$ cat src/rtl/gpio_cmd_decoder.sv
// GPIO command decoder: turns strobed processor command words into datapath controls and a response word.
// Optional build macro: GPIO_DEC_BER_SNAPSHOT_EN (coherent per-channel BER sample/error capture).
module gpio_cmd_decoder #(
  parameter int unsigned NB_GPIOS        = 32,
  parameter int unsigned BRAM_ADDR_WIDTH = 15,
  parameter int unsigned NB_BER_CNT      = 64,
  parameter int unsigned MEM_RD_LAT      = 2,
  parameter int unsigned RST_PULSE_LEN   = 4
) (
  input  logic                       clk100,
  input  logic                       i_resetn,
  input  logic [NB_GPIOS-1:0]        gpo0,
  output logic [NB_GPIOS-1:0]        gpi0,
  input  logic [NB_BER_CNT-1:0]      i_ber_samp_i,
  input  logic [NB_BER_CNT-1:0]      i_ber_samp_q,
  input  logic [NB_BER_CNT-1:0]      i_ber_err_i,
  input  logic [NB_BER_CNT-1:0]      i_ber_err_q,
  input  logic                       i_mem_full,
  input  logic [NB_GPIOS-1:0]        i_data_log_from_mem,
  output logic                       o_rst,
  output logic                       o_enb_tx,
  output logic                       o_enb_rx,
  output logic [1:0]                 o_phase_sel,
  output logic                       o_run_log,
  output logic                       o_read_log,
  output logic [BRAM_ADDR_WIDTH-1:0] o_addr_log_to_mem
);

  localparam int unsigned BER_W  = 64;
  localparam int unsigned HALF_W = 32;
  localparam int unsigned LAT_W  = $clog2(MEM_RD_LAT + 1);
  localparam int unsigned RST_W  = $clog2(RST_PULSE_LEN + 1);

  localparam logic [7:0] OP_RESET    = 8'd0;
  localparam logic [7:0] OP_EN_TX    = 8'd1;
  localparam logic [7:0] OP_EN_RX    = 8'd2;
  localparam logic [7:0] OP_PH_SEL   = 8'd3;
  localparam logic [7:0] OP_RUN_MEM  = 8'd4;
  localparam logic [7:0] OP_READ_MEM = 8'd5;
  localparam logic [7:0] OP_ADDR_MEM = 8'd6;
  localparam logic [7:0] OP_BER_S_I  = 8'd7;
  localparam logic [7:0] OP_BER_S_Q  = 8'd8;
  localparam logic [7:0] OP_BER_E_I  = 8'd9;
  localparam logic [7:0] OP_BER_E_Q  = 8'd10;
  localparam logic [7:0] OP_BER_H    = 8'd11;
  localparam logic [7:0] OP_MEM_FULL = 8'd12;

  typedef enum logic {ST_IDLE, ST_MEM_WAIT} state_e;

  state_e                     state_q, state_d;
  logic [NB_GPIOS-1:0]        gpo_q, gpo_d;
  logic                       strb_prev_q, strb_prev_d;
  logic [LAT_W-1:0]           lat_cnt_q, lat_cnt_d;
  logic [RST_W-1:0]           rst_cnt_q, rst_cnt_d;
  logic                       rst_q, rst_d;
  logic                       enb_tx_q, enb_tx_d;
  logic                       enb_rx_q, enb_rx_d;
  logic [1:0]                 phase_q, phase_d;
  logic                       run_q, run_d;
  logic                       read_q, read_d;
  logic [BRAM_ADDR_WIDTH-1:0] addr_q, addr_d;
  logic [NB_GPIOS-1:0]        gpi_q, gpi_d;
  logic [HALF_W-1:0]          hi_q, hi_d;

  logic [7:0]                 opcode;
  logic [22:0]                arg;
  logic                       fire;
  logic [BER_W-1:0]           ber_sel;
  logic                       unused_arg_bits;

  assign opcode          = gpo_q[31:24];
  assign arg             = gpo_q[22:0];
  assign fire            = gpo_q[23] & ~strb_prev_q;
  assign unused_arg_bits = ^arg[22:BRAM_ADDR_WIDTH];

`ifdef GPIO_DEC_BER_SNAPSHOT_EN
  logic [NB_BER_CNT-1:0] shd_err_i_q, shd_err_i_d;
  logic [NB_BER_CNT-1:0] shd_err_q_q, shd_err_q_d;
`endif

  // Command decode, reset pulse counter and memory-read wait sequencing.
  always_comb begin
    gpo_d       = gpo0;
    strb_prev_d = gpo_q[23];
    state_d     = state_q;
    lat_cnt_d   = lat_cnt_q;
    rst_cnt_d   = (rst_cnt_q != '0) ? rst_cnt_q - RST_W'(1) : rst_cnt_q;
    enb_tx_d    = enb_tx_q;
    enb_rx_d    = enb_rx_q;
    phase_d     = phase_q;
    run_d       = 1'b0;
    read_d      = read_q;
    addr_d      = addr_q;
    gpi_d       = gpi_q;
    hi_d        = hi_q;
    ber_sel     = '0;
`ifdef GPIO_DEC_BER_SNAPSHOT_EN
    shd_err_i_d = shd_err_i_q;
    shd_err_q_d = shd_err_q_q;
`endif

    case (state_q)
      ST_IDLE: begin
        if (fire) begin
          case (opcode)
            OP_RESET: begin
              rst_cnt_d = RST_W'(RST_PULSE_LEN);
              enb_tx_d  = 1'b0;
              enb_rx_d  = 1'b0;
              phase_d   = 2'b00;
              read_d    = 1'b0;
              gpi_d     = '0;
            end
            OP_EN_TX:  enb_tx_d = arg[0];
            OP_EN_RX:  enb_rx_d = arg[0];
            OP_PH_SEL: phase_d  = arg[1:0];
            OP_RUN_MEM: begin
              run_d  = 1'b1;
              read_d = 1'b0;
            end
            OP_READ_MEM: begin
              read_d    = 1'b1;
              addr_d    = arg[BRAM_ADDR_WIDTH-1:0];
              lat_cnt_d = LAT_W'(MEM_RD_LAT);
              state_d   = ST_MEM_WAIT;
            end
            OP_ADDR_MEM: begin
              if (read_q) begin
                addr_d    = arg[BRAM_ADDR_WIDTH-1:0];
                lat_cnt_d = LAT_W'(MEM_RD_LAT);
                state_d   = ST_MEM_WAIT;
              end else begin
                gpi_d = '1;
              end
            end
            OP_BER_S_I, OP_BER_S_Q, OP_BER_E_I, OP_BER_E_Q: begin
              case (opcode)
                OP_BER_S_I: ber_sel = BER_W'(i_ber_samp_i);
                OP_BER_S_Q: ber_sel = BER_W'(i_ber_samp_q);
`ifdef GPIO_DEC_BER_SNAPSHOT_EN
                OP_BER_E_I: ber_sel = BER_W'(shd_err_i_q);
                default:    ber_sel = BER_W'(shd_err_q_q);
`else
                OP_BER_E_I: ber_sel = BER_W'(i_ber_err_i);
                default:    ber_sel = BER_W'(i_ber_err_q);
`endif
              endcase
`ifdef GPIO_DEC_BER_SNAPSHOT_EN
              if (opcode == OP_BER_S_I) shd_err_i_d = i_ber_err_i;
              if (opcode == OP_BER_S_Q) shd_err_q_d = i_ber_err_q;
`endif
              gpi_d = NB_GPIOS'(ber_sel[HALF_W-1:0]);
              hi_d  = ber_sel[BER_W-1:HALF_W];
            end
            OP_BER_H:    gpi_d = NB_GPIOS'(hi_q);
            OP_MEM_FULL: gpi_d = NB_GPIOS'(i_mem_full);
            default:     gpi_d = '1;
          endcase
        end
      end
      ST_MEM_WAIT: begin
        // Strobe edges seen here are intentionally ignored.
        if (lat_cnt_q <= LAT_W'(1)) begin
          gpi_d   = i_data_log_from_mem;
          state_d = ST_IDLE;
        end else begin
          lat_cnt_d = lat_cnt_q - LAT_W'(1);
        end
      end
      default: state_d = ST_IDLE;
    endcase

    rst_d = (rst_cnt_d != '0);
  end

  always_ff @(posedge clk100) begin
    if (!i_resetn) begin
      state_q     <= ST_IDLE;
      gpo_q       <= '0;
      strb_prev_q <= 1'b0;
      lat_cnt_q   <= '0;
      rst_cnt_q   <= '0;
      rst_q       <= 1'b0;
      enb_tx_q    <= 1'b0;
      enb_rx_q    <= 1'b0;
      phase_q     <= 2'b00;
      run_q       <= 1'b0;
      read_q      <= 1'b0;
      addr_q      <= '0;
      gpi_q       <= '0;
      hi_q        <= '0;
    end else begin
      state_q     <= state_d;
      gpo_q       <= gpo_d;
      strb_prev_q <= strb_prev_d;
      lat_cnt_q   <= lat_cnt_d;
      rst_cnt_q   <= rst_cnt_d;
      rst_q       <= rst_d;
      enb_tx_q    <= enb_tx_d;
      enb_rx_q    <= enb_rx_d;
      phase_q     <= phase_d;
      run_q       <= run_d;
      read_q      <= read_d;
      addr_q      <= addr_d;
      gpi_q       <= gpi_d;
      hi_q        <= hi_d;
    end
  end

`ifdef GPIO_DEC_BER_SNAPSHOT_EN
  always_ff @(posedge clk100) begin
    if (!i_resetn) begin
      shd_err_i_q <= '0;
      shd_err_q_q <= '0;
    end else begin
      shd_err_i_q <= shd_err_i_d;
      shd_err_q_q <= shd_err_q_d;
    end
  end
`endif

  assign gpi0              = gpi_q;
  assign o_rst             = rst_q;
  assign o_enb_tx          = enb_tx_q;
  assign o_enb_rx          = enb_rx_q;
  assign o_phase_sel       = phase_q;
  assign o_run_log         = run_q;
  assign o_read_log        = read_q;
  assign o_addr_log_to_mem = addr_q;

endmodule
$ cat config.mk
export PLATFORM = sky130hd
export DESIGN_NAME = gpio_cmd_decoder
export DESIGN_NICKNAME = d
export VERILOG_FILES = /design/src/rtl/gpio_cmd_decoder.sv
export SDC_FILE = /design/constraint.sdc
export NUM_CORES = 1
export LEC_CHECK = 0
export CELL_PAD_IN_SITES_DETAIL_PLACEMENT = 0
export CELL_PAD_IN_SITES_GLOBAL_PLACEMENT = 2
export CORE_ASPECT_RATIO = 0.7
export CORE_UTILIZATION = 21
export CTS_BUF_LIST = sky130_fd_sc_hd__clkbuf_8
export CTS_CLUSTER_DIAMETER = 120
export DETAILED_ROUTE_END_ITERATION = 8
export HOLD_SLACK_MARGIN = 0.08
export PLACE_DENSITY = 0.82
export SYNTH_ARGS = -nofsm -noshare
export SYNTH_HDL_FRONTEND = slang
export SYNTH_SLANG_ARGS = --single-unit
$ cat constraint.sdc
create_clock -name clk100 -period 2.9 [get_ports clk100]
set_input_delay 0.58 -clock clk100 [delete_from_list [all_inputs] [get_ports clk100]]
set_output_delay 0.58 -clock clk100 [all_outputs]
set_load 0.1 [all_outputs]
# [Yosys cells after proc, flatten, opt, wreduce, memory -nomap -nowiden]
# Index checks and enable logic that the tools add are counted.
[word_totals] ff_bits=125 output_inout_bits=54 word_cells=89
[op_classes] addsub=2 order_cmp=1 n_eq_ne=20 muxes=27 n_bitwise=5 n_reduce_logical=20
[ops] op="$pmux 32 s6" n=1
[ops] op="$pmux 64 s3" n=1
[ops] op="$mux 32" n=3
[ops] op="$pmux 32 s2" n=1
[ops] op="$eq 8x4->1 const B" n=5
[ops] op="$eq 8x3->1 const B" n=4
[ops] op="$pmux 15 s2" n=1
[ops] op="$eq 8x2->1 const B" n=2
[ops] op="$mux 15" n=1
[ops] op="$reduce_and 3->1" n=5
[ops] op="$mux 3" n=4
[ops] op="$pmux 2 s2" n=3
[ops] op="$reduce_and 4->1" n=3
[ops] op="$pmux 1 s2" n=5
[ops] op="$reduce_bool 2->1" n=5
[ops] op="$eq 8x1->1 const B" n=1
[ops] op="$logic_not 8->1" n=1
[ops] op="$ne 2x2->1 const B" n=4
[ops] op="$mux 2" n=3
[ops] op="$ne 3x3->1 const B" n=2
[ops] op="$reduce_bool 3->1" n=2
[ops] op="$reduce_or 5->1" n=1
[ops] op="$mux 1" n=4
[ops] op="$not 1->1" n=4
[ops] op="9 further kinds" n=9

# [Depth between registers and ports, before layout]
# Gate-level depths: netlist of the first run.
[depth] ltp_word=6 ltp_mapped=8 depth_no_buf=6

# [Worst setup path before layout of the first run]
# No wires, ideal clock.
[synth_timing] kind="register to register" from="register gpo_q[31]" to="register gpi_q[10] (netlist: gpi0[10])" arrival_time_ns=2.250 required_ns=2.781 path_slack_ns=0.531 stages_incl_launch_ff=9 path_buffers=3 synth_period_minus_slack_ns=2.369 path_cell_list="dfxtp_1 > or4_1 > buf_2 > or4_1 > o221a_4 > and2_4 > buf_6 > buf_6 > a32o_1"
[synth_between] elab_chain_len=5 word_cells_on_any_way=22
[synth_lines] item="from (decl)" line="51" rtl="logic [NB_GPIOS-1:0] gpo_q, gpo_d;"
[synth_lines] item="from (signal assigned)" line="194" rtl="gpo_q <= gpo_d;"
[synth_lines] item="$eq 8x4->1, or another cell as far along" line="105, 137"
[synth_lines] item="$pmux 64 s3, or another cell as far along" line="137" rtl="case (opcode)"
[synth_lines] item="$pmux 32 s6" line="105" rtl="case (opcode)"
[synth_lines] item="$mux 32" line="104" rtl="if (fire) begin"
[synth_lines] item="$pmux 32 s2" line="102" rtl="case (state_q)"
[synth_lines] item="to (signal assigned)" line="205" rtl="gpi_q <= gpi_d;"
[synth_lines] item="to (decl)" line="62" rtl="logic [NB_GPIOS-1:0] gpi_q, gpi_d;"
# Several ways; a longest one is shown, not always the timed one. The select of a mux whose other input is x is not followed.
# A chain may end at the register's enable or synchronous reset.

# [Worst setup path after layout of the first run]
[layout_timing] from="register gpo_q[31]" to="register gpi_q[4] (netlist: gpi0[4])"
# Same word-level chain as after synthesis.

==> results of run 1 <==
[synth_stat cells, types with 2 or more instances]
| cell type | instances | area [um2] |
|---|---|---|
| sky130_fd_sc_hd__a22o_1 | 2 | 17.5 |
| sky130_fd_sc_hd__a32oi_1 | 2 | 17.5 |
| sky130_fd_sc_hd__a21boi_0 | 4 | 30.0 |
| sky130_fd_sc_hd__o21ai_0 | 44 | 220 |
| sky130_fd_sc_hd__buf_1 | 10 | 37.5 |
| sky130_fd_sc_hd__buf_2 | 7 | 35.0 |
| sky130_fd_sc_hd__and2_1 | 27 | 169 |
| sky130_fd_sc_hd__nor2b_1 | 26 | 163 |
| sky130_fd_sc_hd__a22oi_1 | 52 | 390 |
| sky130_fd_sc_hd__a31o_2 | 3 | 26.3 |
| sky130_fd_sc_hd__ha_1 | 4 | 50.1 |
| sky130_fd_sc_hd__o2111a_1 | 2 | 22.5 |
| sky130_fd_sc_hd__nand3_1 | 25 | 125 |
| sky130_fd_sc_hd__or4_1 | 2 | 15.0 |
| sky130_fd_sc_hd__nand3b_1 | 3 | 22.5 |
| sky130_fd_sc_hd__a31oi_1 | 2 | 12.5 |
| sky130_fd_sc_hd__nand2b_1 | 33 | 206 |
| sky130_fd_sc_hd__a221oi_1 | 10 | 87.6 |
| sky130_fd_sc_hd__o2bb2ai_1 | 28 | 245 |
| sky130_fd_sc_hd__a21oi_1 | 57 | 285 |
| sky130_fd_sc_hd__o211ai_1 | 29 | 218 |
| sky130_fd_sc_hd__dfxtp_1 | 117 | 2340 |
| sky130_fd_sc_hd__buf_6 | 4 | 45.0 |
| sky130_fd_sc_hd__inv_1 | 9 | 33.8 |
| sky130_fd_sc_hd__mux2i_1 | 54 | 541 |
| sky130_fd_sc_hd__a32o_1 | 30 | 300 |
| sky130_fd_sc_hd__or4b_2 | 2 | 20.0 |
| sky130_fd_sc_hd__clkbuf_1 | 60 | 225 |
| sky130_fd_sc_hd__nor3b_1 | 8 | 60.1 |
| sky130_fd_sc_hd__nor3_1 | 4 | 20.0 |
| sky130_fd_sc_hd__nor2_1 | 14 | 52.6 |
| sky130_fd_sc_hd__and3_1 | 10 | 62.6 |
| sky130_fd_sc_hd__nand2_1 | 59 | 221 |
| sky130_fd_sc_hd__o211a_1 | 2 | 20.0 |
| sky130_fd_sc_hd__a211oi_1 | 8 | 60.1 |
| sky130_fd_sc_hd__o22ai_1 | 21 | 131 |
[worst paths after layout]
kind,endpoint,slack [ns],cells past startpoint
setup reg to reg,gpi0[4],0.31,5
hold / removal,gpi0[9],0.47,1
setup / recovery,gpi0[4],0.31,5
hold reg to reg,gpi0[9],0.47,1
[registers in the layout, indices dropped and copies added (netlist names), 2 cells and up]
register / cells
gpo_q: 24
o_phase_sel: 2
hi_q: 32
gpi0: 32
o_addr_log_to_mem: 15
lat_cnt_q: 2
rst_cnt_q: 3
[layout make-up]
| class | count | area (um2) | share of cell area |
|---|---|---|---|
| clock inverter | 15 | 133 | 0.0120 |
| inverter | 9 | 33.8 | 0.00305 |
| clock buffer | 17 | 234 | 0.0212 |
| tap | 420 | 526 | 0.0475 |
| antenna | 2 | 5.00 | 0.000453 |
| sequential | 117 | 2350 | 0.213 |
| multi-input combinational | 578 | 3980 | 0.360 |
| timing repair buffer | 397 | 3800 | 0.344 |
[stage by stage]
stage	cells	worst slack [ns]	hold slack [ns]
3_3_place_gp	1521	0.353	0.452
2_1_floorplan	785	0.531	0.436
4_1_cts	1553	0.315	0.478
5_1_grt	1555	0.241	0.487
3_5_place_dp	1521	0.323	0.458
6_report	1555	0.311	0.472
[power by group]
group	leakage (nW)	switching [mW]	internal (mW)
clock network	0.186	0.843	0.628
registers	0.957	0.0505	1.68
logic	2.76	0.705	0.633
total	3.90	1.60	2.94
[layer usage]
metal  GRT usage  wire [um]  vias to the layer above
met5           0         20                        -
met4      0.0418        278                        2
met3      0.0510       1830                       23
met2       0.323      15400                      268
met1       0.241      14100                     3527
li1            -          -                     3636
[worst register-to-register path: stages, from the launching register on]
cell and delay [ns]:
sky130_fd_sc_hd__dfxtp_1 0.32, sky130_fd_sc_hd__or4_1 0.75, sky130_fd_sc_hd__or4_1 0.58, sky130_fd_sc_hd__o221a_4 0.27
sky130_fd_sc_hd__and2_4 0.28, sky130_fd_sc_hd__a32o_1 0.29
[kinds of logic after synthesis]
kind of cell | after synthesis | share of synthesized area
AOI/OAI and AO/OA | 298 | 0.318
xor gates and xnor gates | 1 | 0.00132
adders and majority gates | 4 | 0.00753
buffers and inverters | 90 | 0.0566
DFF | 117 | 0.352
muxes | 56 | 0.0864
and+or+nand+nor | 219 | 0.178
==> impl_metrics.env, run 1 <==
export IMPL_fin_total_pwr_mw=4.54
export IMPL_final_min_clock_period_ns=2.59
export IMPL_max_slew_margin_rel=0.309
export IMPL_main_flop_type_after_synthesis="sky130_fd_sc_hd__dfxtp_1"
export IMPL_finalCoreUtilization=0.355
export IMPL_dp_final_hpwl_mm=24.0
export IMPL_post_cts_resized_instances=0
export IMPL_critPathKind="reg -> reg"
export IMPL_critPathSlowestCell="sky130_fd_sc_hd__or4_1"
export IMPL_achievable_frequency_mhz=386
export IMPL_timing_critical_path_to_type="flip-flop"
export IMPL_vias_per_cell=4.79
export IMPL_max_stage_delay_ns=0.75
export IMPL_port_buffers=368
export IMPL_post_cts_hold_buffer_count=0
export IMPL_row_count=54
export IMPL_grt_antenna_before_repair=3
export IMPL_crit_path_start="gpo_q[31]"
export IMPL_drtIter0Drc=511
export IMPL_timing_critical_path_required_ns=3.25
export IMPL_startpoint_type="flip-flop"
export IMPL_peakVddDrop_mv=0.256
export IMPL_timing_critical_path_cells="or4_1 -> or4_1 -> o221a_4 -> and2_4 -> a32o_1"
export IMPL_clk_transition_reported_paths_ns=0.08
export IMPL_grt_start_max_net_pins=94
export IMPL_post_dp_cell_area_mm2=0.0107
export IMPL_finalClockSkew_ns=0.0160
export IMPL_drive_above_1_share=0.121
export IMPL_chipWidth_um=215
export IMPL_path_delay_family="simple AND/OR/NAND/NOR gates"
export IMPL_cts_repair_timing_setup_buffer_count=0
export IMPL_synth_ff_latch_count=117
export IMPL_globalplace_congestion=0.854
export IMPL_min_delay_path_class="reg -> reg"
export IMPL_synth_lib_cells_used_distinct=47
export IMPL_die_h_um=151
export IMPL_clock_sinks=117
export IMPL_cell_area_synth_mm2=0.00665
export IMPL_most_common_layout_cells="sky130_fd_sc_hd__clkdlybuf4s50_1, sky130_fd_sc_hd__dfxtp_1, sky130_fd_sc_hd__buf_4"
export IMPL_floorplan_io_pins=377
export IMPL_gr_total_overflow=0
export IMPL_critical_path_arrival_ns=2.94
export IMPL_ys_warnings_count=0
export IMPL_grt_setup_unrepaired="no"
export IMPL_syn_inst=785
export IMPL_critical_path_max_fanout=31
export IMPL_maxSlewViolCount=0
export IMPL_detailedRoute_firstPassIterationCount=4
export IMPL_detail_route_wl_per_cell_um=20.3
export IMPL_report_final_setup_viol=0
export IMPL_max_cap_viol_count=0
export IMPL_syn_to_final_growth_pct=66.3
export IMPL_yosysSeqAreaShare=0.352
export IMPL_global_route_wire_length_before_repair_mm=45.7
export IMPL_fp_coreArea_mm2=0.0311
export IMPL_totalWireLength_mm=31.6
export IMPL_gr_usage_all_layers=0.190
export IMPL_clockRootBuffer="sky130_fd_sc_hd__clkbuf_8"
export IMPL_worst_r2r_startpoint="gpo_q[31]"
export IMPL_final_net_count=1447
export IMPL_drc_errors=0
export IMPL_finish_instance_area_mm2=0.0111
export IMPL_start_util=0.214
export IMPL_layout_cells_most_common="sky130_fd_sc_hd__clkdlybuf4s50_1"
export IMPL_timing_final_crit_share=0.893
export IMPL_timing_hold_worst_start="gpi0[9]"
export IMPL_clock_insertion_delay_worst_skew_ns=0.47
export IMPL_run_status="completed"
export IMPL_clk_path_buf_depth=2
export IMPL_routed_via_count=7456
export IMPL_p_per_cell_area_mw_per_mm2=411
export IMPL_ys_async_sr_fraction=0
export IMPL_critical_path_n_buffers_inverters=0
export IMPL_design_die_area_mm2=0.0324
export IMPL_grt_pass1_vias=7234
export IMPL_synth_avg_cell_area_um2=8.47
export IMPL_cts_buffers_inserted=17
export IMPL_synth_net_count=1112
export IMPL_cts_tree="built"
export IMPL_synth_edff_count=0
export IMPL_path_common_cell="sky130_fd_sc_hd__or4_1"
export IMPL_setup_tns_final_ns=0
export IMPL_hold_violations=0
export IMPL_detail_route_antenna_nets=0
export IMPL_fillCellCount=3236
export IMPL_max_slew_worst_pin_slew_ns=1.04
export IMPL_clock_tree_htree_level_count=4
export IMPL_p_leak_nw=3.90
(Power assumes the default switching activity.)
==> run 2, diff against run 1 <==
Settings changed: MAX_ROUTING_LAYER set to met4.
==> run 2 against run 1 <==
Count of clock-buffer cells in the layout did not move. Clock power barely moved. Critical endpoint unchanged. Hold slack got worse by 0.0012 ns. Largest power group unchanged. Register-to-register slack barely moved. Critical path depth did not move. Clock skew fell by 0.00099 ns. Setup slack barely moved. Via count fell by 0.68%. Combinational power barely moved.
==> impl_metrics.env, run 2 (same netlist as run 1, synthesis figures left out) <==
export IMPL_grt_setup_unrepaired="no"
export IMPL_port_buffers=368
export IMPL_max_slew_worst_pin_slew_ns=1.03
export IMPL_critPathKind="reg -> reg"
export IMPL_grt_pass1_vias=7233
export IMPL_drtIter0Drc=501
export IMPL_maxUsedRoutingLayer="met4"
export IMPL_detail_route_antenna_nets=0
export IMPL_layout_cells_most_common="sky130_fd_sc_hd__clkdlybuf4s50_1"
export IMPL_finalCoreUtilization=0.355
export IMPL_timing_final_crit_share=0.893
export IMPL_finalClockSkew_ns=0.0150
export IMPL_final_net_count=1447
export IMPL_setup_tns_final_ns=0
export IMPL_start_util=0.214
export IMPL_run_status="completed"
export IMPL_detailedRoute_firstPassIterationCount=5
export IMPL_detail_route_wl_per_cell_um=20.3
export IMPL_achievable_frequency_mhz=386
export IMPL_reg2reg_depth=5
export IMPL_fin_total_pwr_mw=4.54
export IMPL_max_slew_margin_rel=0.312
export IMPL_regToRegSetupSlack_ns=0.31
export IMPL_clk_path_buf_depth=2
export IMPL_gr_usage_all_layers=0.196
export IMPL_cts_buffers_inserted=17
export IMPL_final_min_clock_period_ns=2.59
export IMPL_m1WireLength_mm=14.4
export IMPL_grt_antenna_before_repair=3
export IMPL_worst_r2r_startpoint="gpo_q[31]"
export IMPL_path_common_cell="sky130_fd_sc_hd__or4_1"
export IMPL_report_final_setup_viol=0
export IMPL_peakVddDrop_mv=0.256
export IMPL_fillCellCount=3238
export IMPL_floorplan_io_pins=377
export IMPL_clock_tree_htree_level_count=4
export IMPL_p_leak_nw=3.90
export IMPL_globalplace_congestion=0.867
export IMPL_hold_path_depth=1
export IMPL_cts_repair_timing_setup_buffer_count=0
export IMPL_die_h_um=151
export IMPL_p_per_cell_area_mw_per_mm2=410
export IMPL_clockRootBuffer="sky130_fd_sc_hd__clkbuf_8"
export IMPL_post_cts_hold_buffer_count=0
export IMPL_clock_insertion_delay_worst_skew_ns=0.46
export IMPL_crit_end="gpi0[4]"
export IMPL_min_delay_path_class="reg -> reg"
export IMPL_chipWidth_um=215
export IMPL_critical_path_max_fanout=31
export IMPL_critical_path_arrival_ns=2.94
export IMPL_totalWireLength_mm=31.6
export IMPL_finalNonFillerCells=1557
export IMPL_clk_transition_reported_paths_ns=0.09
export IMPL_dr_wl_met3_mm=1.68
export IMPL_timing_critical_path_cells="or4_1 -> or4_1 -> o221a_4 -> and2_4 -> a32o_1"
export IMPL_gr_total_overflow=0
export IMPL_critPathSlowestCell="sky130_fd_sc_hd__or4_1"
export IMPL_critical_path_reg2reg_endpoint="gpi0[4]"
export IMPL_hold_violations=0
export IMPL_worst_hold_slack_ns=0.471
export IMPL_maxSlewViolCount=0
export IMPL_global_route_wire_length_before_repair_mm=45.8
export IMPL_detailroute_wirelength_met2_mm=15.3
export IMPL_max_stage_delay_ns=0.75
export IMPL_fp_coreArea_mm2=0.0311
export IMPL_timing_critical_path_to_type="flip-flop"
export IMPL_startpoint_type="flip-flop"
export IMPL_numPlacedInstances=1521
export IMPL_clock_sinks=117
export IMPL_post_cts_resized_instances=0
export IMPL_max_cap_viol_count=0
export IMPL_most_common_layout_cells="sky130_fd_sc_hd__clkdlybuf4s50_1, sky130_fd_sc_hd__dfxtp_1, sky130_fd_sc_hd__buf_4"
export IMPL_drive_above_1_share=0.121
export IMPL_syn_to_final_growth_pct=66.4
export IMPL_timing_critical_path_required_ns=3.25
export IMPL_cts_tree="built"
export IMPL_routed_via_count=7405
export IMPL_drc_errors=0
export IMPL_dp_final_hpwl_mm=24.0
export IMPL_grt_start_max_net_pins=94
export IMPL_design_die_area_mm2=0.0324
export IMPL_vias_per_cell=4.76
export IMPL_row_count=54
export IMPL_crit_path_start="gpo_q[31]"
[run 2: changes by cell type in the layout (fill, tap and decap cells not counted)]
cell	change
sky130_fd_sc_hd__diode_2	+2
[run 2: power by group]
part,switching [mW],total (mW),internal [mW]
Sequential,0.0504,1.73,1.68
Clock,0.842,1.47,0.628
Combinational,0.704,1.34,0.633
Total,1.60,4.54,2.94
[run 2: worst min-delay path by stage]
stage                              to  startpoint
final                     strb_prev_q   gpo_q[23]
after global routing          gpi0[8]     gpi0[8]
after CTS                     gpi0[9]     gpi0[9]
after detailed placement      gpi0[9]     gpi0[9]
after global placement       gpi0[10]    gpi0[10]
after floorplan           strb_prev_q   gpo_q[23]
[run 2: layout make-up]
class	count	area, um2	share of cell area
Inverter	9	33.8	0.00305
Tap cell	420	526	0.0475
Sequential cell	117	2350	0.213
Clock buffer	17	234	0.0211
Clock inverter	15	133	0.0120
Antenna cell	4	10.0	0.000905
Timing Repair Buffer	397	3800	0.343
Multi-Input combinational cell	578	3980	0.360
[run 2: critical path, delay by kind of cell, from the launching register on]
kind            cells  cell delay [ns]
compound gates      2             0.54
simple gates        3             1.61
flops               1             0.32
[run 2: metal layers]
layer,vias to the layer above,track usage
li1,3637,-
met1,3490,0.245
met2,259,0.323
met3,19,0.0458
met4,0,0.0418
met5,-,-
[run 2: per-stage QoR]
step	setup WS [ns]	area [um2]
floorplan	0.531	6650
global placement	0.353	10700
detailed placement	0.323	10700
CTS	0.315	11100
global route	0.238	11100
finish	0.311	11100
==> run 3, diff against run 2 <==
Settings changed: ABC_CLOCK_PERIOD_IN_PS set to 2900, CORE_ASPECT_RATIO 0.7 to 1.75, HOLD_SLACK_MARGIN 0.08 to not set.
==> run 3 against run 2 <==
Flip-flop and latch count unchanged. Global-route usage increased by 0.24 points. Setup slack better by 0.17 ns. Cell area is 0.10% lower. Count of clock-buffer cells in the layout did not move. Critical endpoint is now hi_q[22].
==> impl_metrics.env, run 3 (same netlist as run 1, synthesis figures left out) <==
export IMPL_clock_insertion_delay_worst_skew_ns=0.47
export IMPL_report_final_setup_viol=0
export IMPL_reg2reg_depth=7
export IMPL_detailedRoute_firstPassIterationCount=5
export IMPL_peakVddDrop_mv=0.294
export IMPL_most_common_layout_cells="sky130_fd_sc_hd__clkdlybuf4s50_1, sky130_fd_sc_hd__dfxtp_1, sky130_fd_sc_hd__buf_4"
export IMPL_grt_start_max_net_pins=61
export IMPL_floorplan_io_pins=377
export IMPL_max_cap_viol_count=0
export IMPL_grt_setup_unrepaired="no"
export IMPL_post_cts_hold_buffer_count=0
export IMPL_grt_pass1_vias=7555
export IMPL_detail_route_antenna_nets=0
export IMPL_setup_tns_final_ns=0
export IMPL_layout_cells_most_common="sky130_fd_sc_hd__clkdlybuf4s50_1"
export IMPL_vias_per_cell=4.83
export IMPL_startpoint_type="flip-flop"
export IMPL_cts_buffers_inserted=17
export IMPL_final_net_count=1448
export IMPL_critical_path_arrival_ns=2.76
export IMPL_p_per_cell_area_mw_per_mm2=414
export IMPL_post_cts_resized_instances=0
export IMPL_row_count=85
export IMPL_final_min_clock_period_ns=2.42
export IMPL_clock_tree_htree_level_count=4
export IMPL_fp_coreArea_mm2=0.0309
export IMPL_critical_path_max_fanout=25
export IMPL_drtIter0Drc=375
export IMPL_grt_antenna_before_repair=6
export IMPL_chipWidth_um=137
export IMPL_critPathKind="reg -> reg"
export IMPL_achievable_frequency_mhz=414
export IMPL_global_route_wire_length_before_repair_mm=45.7
export IMPL_syn_to_final_growth_pct=66.2
export IMPL_dp_slack_ns=0.476
export IMPL_totalWireLength_mm=31.5
export IMPL_drc_errors=0
export IMPL_timing_critical_path_to_type="flip-flop"
export IMPL_gr_usage_all_layers=0.199
export IMPL_die_h_um=237
export IMPL_maxSlewViolCount=0
export IMPL_clk_path_buf_depth=2
export IMPL_detail_route_wl_per_cell_um=20.6
export IMPL_start_util=0.215
export IMPL_design_die_area_mm2=0.0324
export IMPL_port_buffers=368
export IMPL_min_delay_path_class="reg -> reg"
export IMPL_timing_final_crit_share=0.833
export IMPL_gr_total_overflow=0
export IMPL_routed_via_count=7396
export IMPL_dp_final_hpwl_mm=24.5
export IMPL_clockRootBuffer="sky130_fd_sc_hd__clkbuf_8"
export IMPL_hold_violations=0
export IMPL_cts_repair_timing_setup_buffer_count=0
export IMPL_cts_tree="built"
export IMPL_hold_path_depth=1
export IMPL_post_route_worst_setup_slack_ns=0.483
export IMPL_p_leak_nw=3.91
export IMPL_drive_above_1_share=0.122
export IMPL_timing_critical_path_required_ns=3.25
export IMPL_clk_transition_reported_paths_ns=0.08
export IMPL_globalplace_congestion=0.817
export IMPL_max_slew_margin_rel=0.464
export IMPL_run_status="completed"
export IMPL_max_slew_worst_pin_slew_ns=0.792
export IMPL_clock_sinks=117
export IMPL_finalClockSkew_ns=0.0109
run 3: per-layer routing:
layer | vias to the layer above | share of wire | track usage
li1 | 3638 | - | -
met1 | 3472 | 0.39 | 0.215
met2 | 254 | 0.53 | 0.350
met3 | 32 | 0.053 | 0.0345
met4 | 0 | 0.023 | 0.0838
met5 | - | 0 | -
run 3: cell type report:
class | count | area, um2
Fill cell | 3207 | 19900
Multi-Input combinational cell | 578 | 3980
Timing Repair Buffer | 398 | 3810
Sequential cell | 117 | 2350
Tap cell | 391 | 489
Clock buffer | 17 | 234
Clock inverter | 15 | 145
Inverter | 9 | 33.8
Antenna cell | 6 | 15.0
run 3: power breakdown:
group	switching (mW)	internal [mW]	total, mW
sequential	0.0585	1.68	1.74
combinational	0.692	0.633	1.32
clock	0.806	0.699	1.50
total	1.56	3.01	4.57
run 3: metrics by stage:
stage	instance area (um2)	instances	power (mW)	hold slack, ns	util
after floorplan	6650	785	2.46	0.436	-
after global placement	10700	1493	3.10	0.451	0.344
after detailed placement	10700	1493	3.11	0.456	0.344
after CTS	11000	1525	4.66	0.445	0.357
after global routing	11100	1531	4.79	0.478	0.357
final	11100	1531	4.57	0.471	0.357
run 3: critical path, cell delays in order, from the launching register on:
cell and delay [ns]:
sky130_fd_sc_hd__dfxtp_1 0.32, sky130_fd_sc_hd__or4_1 0.64, sky130_fd_sc_hd__buf_4 0.22, sky130_fd_sc_hd__nor2_1 0.36, sky130_fd_sc_hd__nor2_2 0.05, sky130_fd_sc_hd__buf_4 0.23, sky130_fd_sc_hd__a22oi_1 0.35, sky130_fd_sc_hd__a21oi_1 0.11
run 3: path summary, 6_finish.rpt:
kind,startpoint,end,slack (ns)
worst min register to register,gpi0[6],gpi0[6],0.47
worst min-delay path,gpi0[6],gpi0[6],0.47
worst max register to register,gpo_q[31],hi_q[22],0.48
worst max-delay path,gpo_q[31],hi_q[22],0.48
